**src/rtl/irq_ctrl.sv**
```systemverilog
// Interrupt controller with a registered-address slave port, a fixed-priority selector and a claim/EOI FSM.
// Define IRQC_LEVEL_MODE_EN for level-sensitive sources; the default build latches rising edges.
//
// state   | meaning
// IDLE    | no interrupt presented to the CPU
// ASSERT  | irq_out high, waiting for a CLAIM read
// SERVICE | claimed source being serviced, waiting for matching EOI
module irq_ctrl #(
    parameter int NUM_SRC = 8
) (
    input  logic               clk,
    input  logic               rst,
    input  logic [31:0]        haddr,
    input  logic [31:0]        hwdata,
    input  logic               hwrite,
    input  logic [2:0]         hsize,
    input  logic               hsel,
    output logic [31:0]        hrdata,
    output logic               hready,
    output logic [1:0]         hresp,
    input  logic [NUM_SRC-1:0] irq_src,
    output logic               irq_out,
    output logic [2:0]         irq_id
);

    typedef enum logic [1:0] {
        IDLE    = 2'd0,
        ASSERT  = 2'd1,
        SERVICE = 2'd2
    } state_t;

    state_t             state, state_nxt;
    logic               ap_valid, ap_write;
    logic [2:0]         ap_addr;
    logic [NUM_SRC-1:0] pending, pending_nxt, enable, eligible;
    logic [2:0]         claimed_id, sel_id;
    logic               eoi_err, irq_out_q;
    logic               wr_en, rd_en, claim_ok, eoi_wr, eoi_match;
    logic               unused_bits;

    assign unused_bits = ^{hsize, haddr[31:5], haddr[1:0], hwdata};

    assign hready   = 1'b1;
    assign hresp    = 2'b00;
    assign eligible = pending & enable;

    always_comb begin
        sel_id = 3'd0;
        for (int i = NUM_SRC - 1; i >= 0; i--) begin
            if (eligible[i]) sel_id = 3'(i);
        end
    end

    assign wr_en     = ap_valid & ap_write;
    assign rd_en     = ap_valid & ~ap_write;
    assign claim_ok  = rd_en && (ap_addr == 3'd2) && (state == ASSERT) && (|eligible);
    assign eoi_wr    = wr_en && (ap_addr == 3'd3);
    assign eoi_match = eoi_wr && (state == SERVICE) && (hwdata[2:0] == claimed_id);

    always_comb begin
        state_nxt = state;
        case (state)
            IDLE:    if (|eligible) state_nxt = ASSERT;
            ASSERT: begin
                if (claim_ok)        state_nxt = SERVICE;
                else if (!(|eligible)) state_nxt = IDLE;
            end
            SERVICE: if (eoi_match) state_nxt = IDLE;
            default: state_nxt = IDLE;
        endcase
    end

`ifdef IRQC_LEVEL_MODE_EN
    always_comb begin
        pending_nxt = irq_src;
    end
`else
    logic [NUM_SRC-1:0] src_q, clr_mask;

    // set wins over W1C and claim clear in the same cycle
    always_comb begin
        clr_mask = '0;
        if (wr_en && (ap_addr == 3'd0)) clr_mask = hwdata[NUM_SRC-1:0];
        if (claim_ok) clr_mask = clr_mask | (NUM_SRC'(1) << sel_id);
        pending_nxt = (pending & ~clr_mask) | (irq_src & ~src_q);
    end

    always_ff @(posedge clk) begin
        if (rst) src_q <= '0;
        else     src_q <= irq_src;
    end
`endif

    always_ff @(posedge clk) begin
        if (rst) begin
            ap_valid   <= 1'b0;
            ap_write   <= 1'b0;
            ap_addr    <= 3'd0;
            state      <= IDLE;
            irq_out_q  <= 1'b0;
            pending    <= '0;
            enable     <= '0;
            claimed_id <= 3'd0;
            eoi_err    <= 1'b0;
        end else begin
            ap_valid  <= hsel;
            ap_write  <= hwrite;
            ap_addr   <= haddr[4:2];
            state     <= state_nxt;
            irq_out_q <= (state_nxt == ASSERT);
            pending   <= pending_nxt;
            if (wr_en && (ap_addr == 3'd1)) enable <= hwdata[NUM_SRC-1:0];
            if (claim_ok) claimed_id <= sel_id;
            if (eoi_wr && !eoi_match)
                eoi_err <= 1'b1;
            else if (wr_en && (ap_addr == 3'd4) && hwdata[2])
                eoi_err <= 1'b0;
        end
    end

    always_comb begin
        hrdata = 32'd0;
        if (rd_en && !rst) begin
            case (ap_addr)
                3'd0: hrdata = {{(32-NUM_SRC){1'b0}}, pending};
                3'd1: hrdata = {{(32-NUM_SRC){1'b0}}, enable};
                3'd2: hrdata = claim_ok ? {23'd0, 1'b1, 5'd0, sel_id} : 32'd0;
                3'd4: hrdata = {29'd0, eoi_err, state};
                default: hrdata = 32'd0;
            endcase
        end
    end

    assign irq_out = irq_out_q;
    assign irq_id  = rst ? 3'd0 : sel_id;

endmodule

```
**config.mk**
```make
export PLATFORM = sky130hd
export DESIGN_NAME = irq_ctrl
export DESIGN_NICKNAME = d
export VERILOG_FILES = /design/src/rtl/irq_ctrl.sv
export SDC_FILE = /design/constraint.sdc
export NUM_CORES = 1
export LEC_CHECK = 0
export ABC_CLOCK_PERIOD_IN_PS = 2200
export CORE_AREA = 2 2 96 61
export DETAILED_ROUTE_END_ITERATION = 10
export DIE_AREA = 0 0 98 63
export PLACE_DENSITY = 0.81
export REMOVE_ABC_BUFFERS = 1
export SLEW_MARGIN = 10
export SYNTH_ARGS = -nofsm -noshare
export SYNTH_HDL_FRONTEND = slang
export SYNTH_SLANG_ARGS = --single-unit
```
**constraint.sdc**
```tcl
create_clock -name clk -period 2.2 [get_ports clk]
set_input_delay 0.22 -clock clk [delete_from_list [all_inputs] [get_ports clk]]
set_output_delay 0.22 -clock clk [all_outputs]
set_load 0.02 [all_outputs]
```
==> results.txt <==
Startpoint Class -> flip-flop
Final Slew Violations -> 0
Synth async-reset ratio -> 0
min cycle time layout -> 2150 ps
Setup Viol. Count Final -> 0
Synth cell types -> 40
die area -> 0.00617 mm2
CTS max path bufs -> 2
final core utilization -> 0.485
TritonCTS buffer count -> 5
synthesized area per cell -> 7.92 um2
share of post-route cells with drive strength above 1 -> 0.195
Port Buffers -> 35
Std-Cell Rows -> 21
Starting Density -> 0.359
sw frac -> 0.269
unrepaired setup endpoints after global routing -> yes
WL/cell -> 13.0 um
CTS clk-pin slew, worst paths -> 70 ps
Setup CP Type -> flip-flop to output port
Post-synth EDFFs -> 0
sequential fraction of design power -> 0.493
warnings from Yosys -> 0
antenna-violating nets left -> 0
Max Clk Rate -> 464 MHz
Ant. Diodes -> 0
Fill cells -> 527
combinational fraction of design power -> 0.155
root buf cell -> clkbuf_8
clock sinks -> 36
Buffers & Inverters on Critical Path -> 1
VDD IR-drop max -> 0.240 mV
arrival time worst endpoint -> 1930 ps
synthesized flop and latch total -> 36
first-pass GRT wire length -> 7920 um
register area share after synthesis -> 0.376
final setup margin -> 46.7 ps
initial antenna violation count -> 0
Setup TNS -> 0 ps
Hold WC Path Type -> flip-flop to flip-flop
Final HPWL DP -> 3730 um
net switching power -> 0.379 mW
DP Area -> 0.00245 mm2
Tcrit/Tclk final -> 0.979
synth top area cells -> dfxtp_1 (38%), buf_4 (10%), nand2_1 (6.9%)
DP Worst Slack -> -82.9 ps
critical path's slowest cell -> nor4_4
PwrDens -> 545 mW/mm2
vias per cell -> 4.86
Area Overhead vs Synth -> 35.0%
Worst Path Max Fanout -> 3
drt pass-1 iters -> 4
largest net degree at the start of global routing -> 23
max cap viols -> 0
I/O Pins -> 118
vias in the first global route -> 1668
Post-Syn Instances -> 242
CP required -> 1980 ps
clock latency on the worst-skew pair -> 300 ps
commonest non-fill, non-tap cell in the layout -> buf_4
skew final -> 5.41 ps
via count -> 1858
Final Hold Fails -> 0
Leak Pwr -> 1.09 nW
area leader, netlist -> dfxtp_1
Die Wd -> 98 um
Worst setup EP type -> output port
H-tree depth -> 2
delay-heaviest family, CP -> simple AND/OR/NAND/NOR gates
final instance area -> 0.00259 mm2
Die Y -> 63 um
total routed wirelength -> 4950 um
gpl congestion -> 0.874
drc violations -> 0
top_reg_cell synth -> dfxtp_1
drt first-iter violations -> 191
fin nets -> 391
GRT overflow -> 0
GRT Total Usage -> 0.164
CP peak stage delay -> 360 ps
core box area -> 0.00533 mm2
Clock power frac -> 0.352
worst path cell trace -> or2_4, nor4_4, nand2_1, a211o_1, a21oi_2, buf_6
commonest non-fill, non-tap cells in the layout -> buf_4 (39), nand2_1 (35), dfxtp_1 (35), conb_1 (26), clkdlybuf4s50_1 (23)
run status -> finished clean
Post-Syn Area -> 0.00192 mm2
Pint -> 1.03 mW
area share of the largest cell type after synthesis -> 0.376
CTS tree -> done
-- routing by layer --
metal  track usage  share of wire  vias to the layer above
met5             0              0                        -
met1         0.236           0.45                      845
li1              -              -                      923
met3        0.0570           0.10                        6
met2         0.231           0.43                       84
met4        0.0417          0.011                        0
-- sequential cells by signal (all words and copies together) (netlist names) --
register	cells
state	2
ap_write	1
enable	8
ap_addr	3
pending	8
irq_out	1
ap_valid	1
claimed_id	3
eoi_err	1
src_q	8
-- cell type report --
cell class / count / area (um2) / area share
multi-input cells: 188 / 1040 / 0.401
flip-flops and latches: 36 / 722 / 0.279
repair buffers: 74 / 622 / 0.240
clock buffers: 7 / 86.3 / 0.0334
well taps: 69 / 86.3 / 0.0334
inverters: 7 / 26.3 / 0.0102
clock inverters: 1 / 7.51 / 0.00290
-- power by group through the flow --
stage / clock (mW) / sequential (mW) / combinational, mW
after floorplan: 0 / 0.717 / 0.100
after global placement: 0 / 0.708 / 0.209
after detailed placement: 0 / 0.709 / 0.213
after CTS: 0.508 / 0.694 / 0.213
after global routing: 0.540 / 0.698 / 0.238
final: 0.495 / 0.695 / 0.219
-- worst register-to-register path: stages (launching register included) --
cell and delay [ps]:
dfxtp_1 310, or2_4 270, nor4_4 360, buf_6 170, buf_4 120, nand3_1 90
a21oi_1 230, o2bb2ai_1 100
-- metrics by stage --
step                cells  power [mW]  hold slack [ps]
CTS                   376        1.41              426
detailed placement    368       0.923              416
global route          382        1.48              441
global placement      368       0.917              403
floorplan             231       0.818              289
finish                382        1.41              420
-- cell usage after synthesis, drive strengths merged (4+ instances only) --
master,number
dfxtp,36
nor2b,16
o21ai,12
buf,30
inv,7
mux2i,8
nor4,4
nand2,35
nor2,15
clkbuf,5
nand3,18
a21oi,23
-- kinds of logic (layout without fill, tap and decap cells) --
family / after synthesis / count (layout) / share of synthesized area
mux: 8 / 8 / 0.0418
flops: 36 / 36 / 0.376
compound gates: 49 / 49 / 0.157
simple gates: 102 / 102 / 0.270
other cells: 2 / 26 / 0.00392
xor+xnor: 3 / 3 / 0.0137
buf+inv: 42 / 89 / 0.138
-- path summary, 6_finish.rpt --
path	to	startpoint	cells past startpoint	slack, ps
worst max-delay path	hrdata[0]	ap_addr[2]	6	50
worst min-delay path	pending[4]	src_q[4]	1	420
worst max register to register	pending[5]	ap_addr[2]	7	450
worst min register to register	pending[4]	src_q[4]	1	420
-- repair_timing --
| item | CTS | global route |
|---|---|---|
| setup buffers | 0 | 6 |
| pin swaps | 1 | 5 |
| hold buffers | 0 | 0 |
| gates resized for setup | 20 | 17 |
| endpoints found under the setup margin | 12 | 5 |
| hold endpoints to repair | 0 | 0 |
Note: power is estimated with default switching activity, not from simulation.
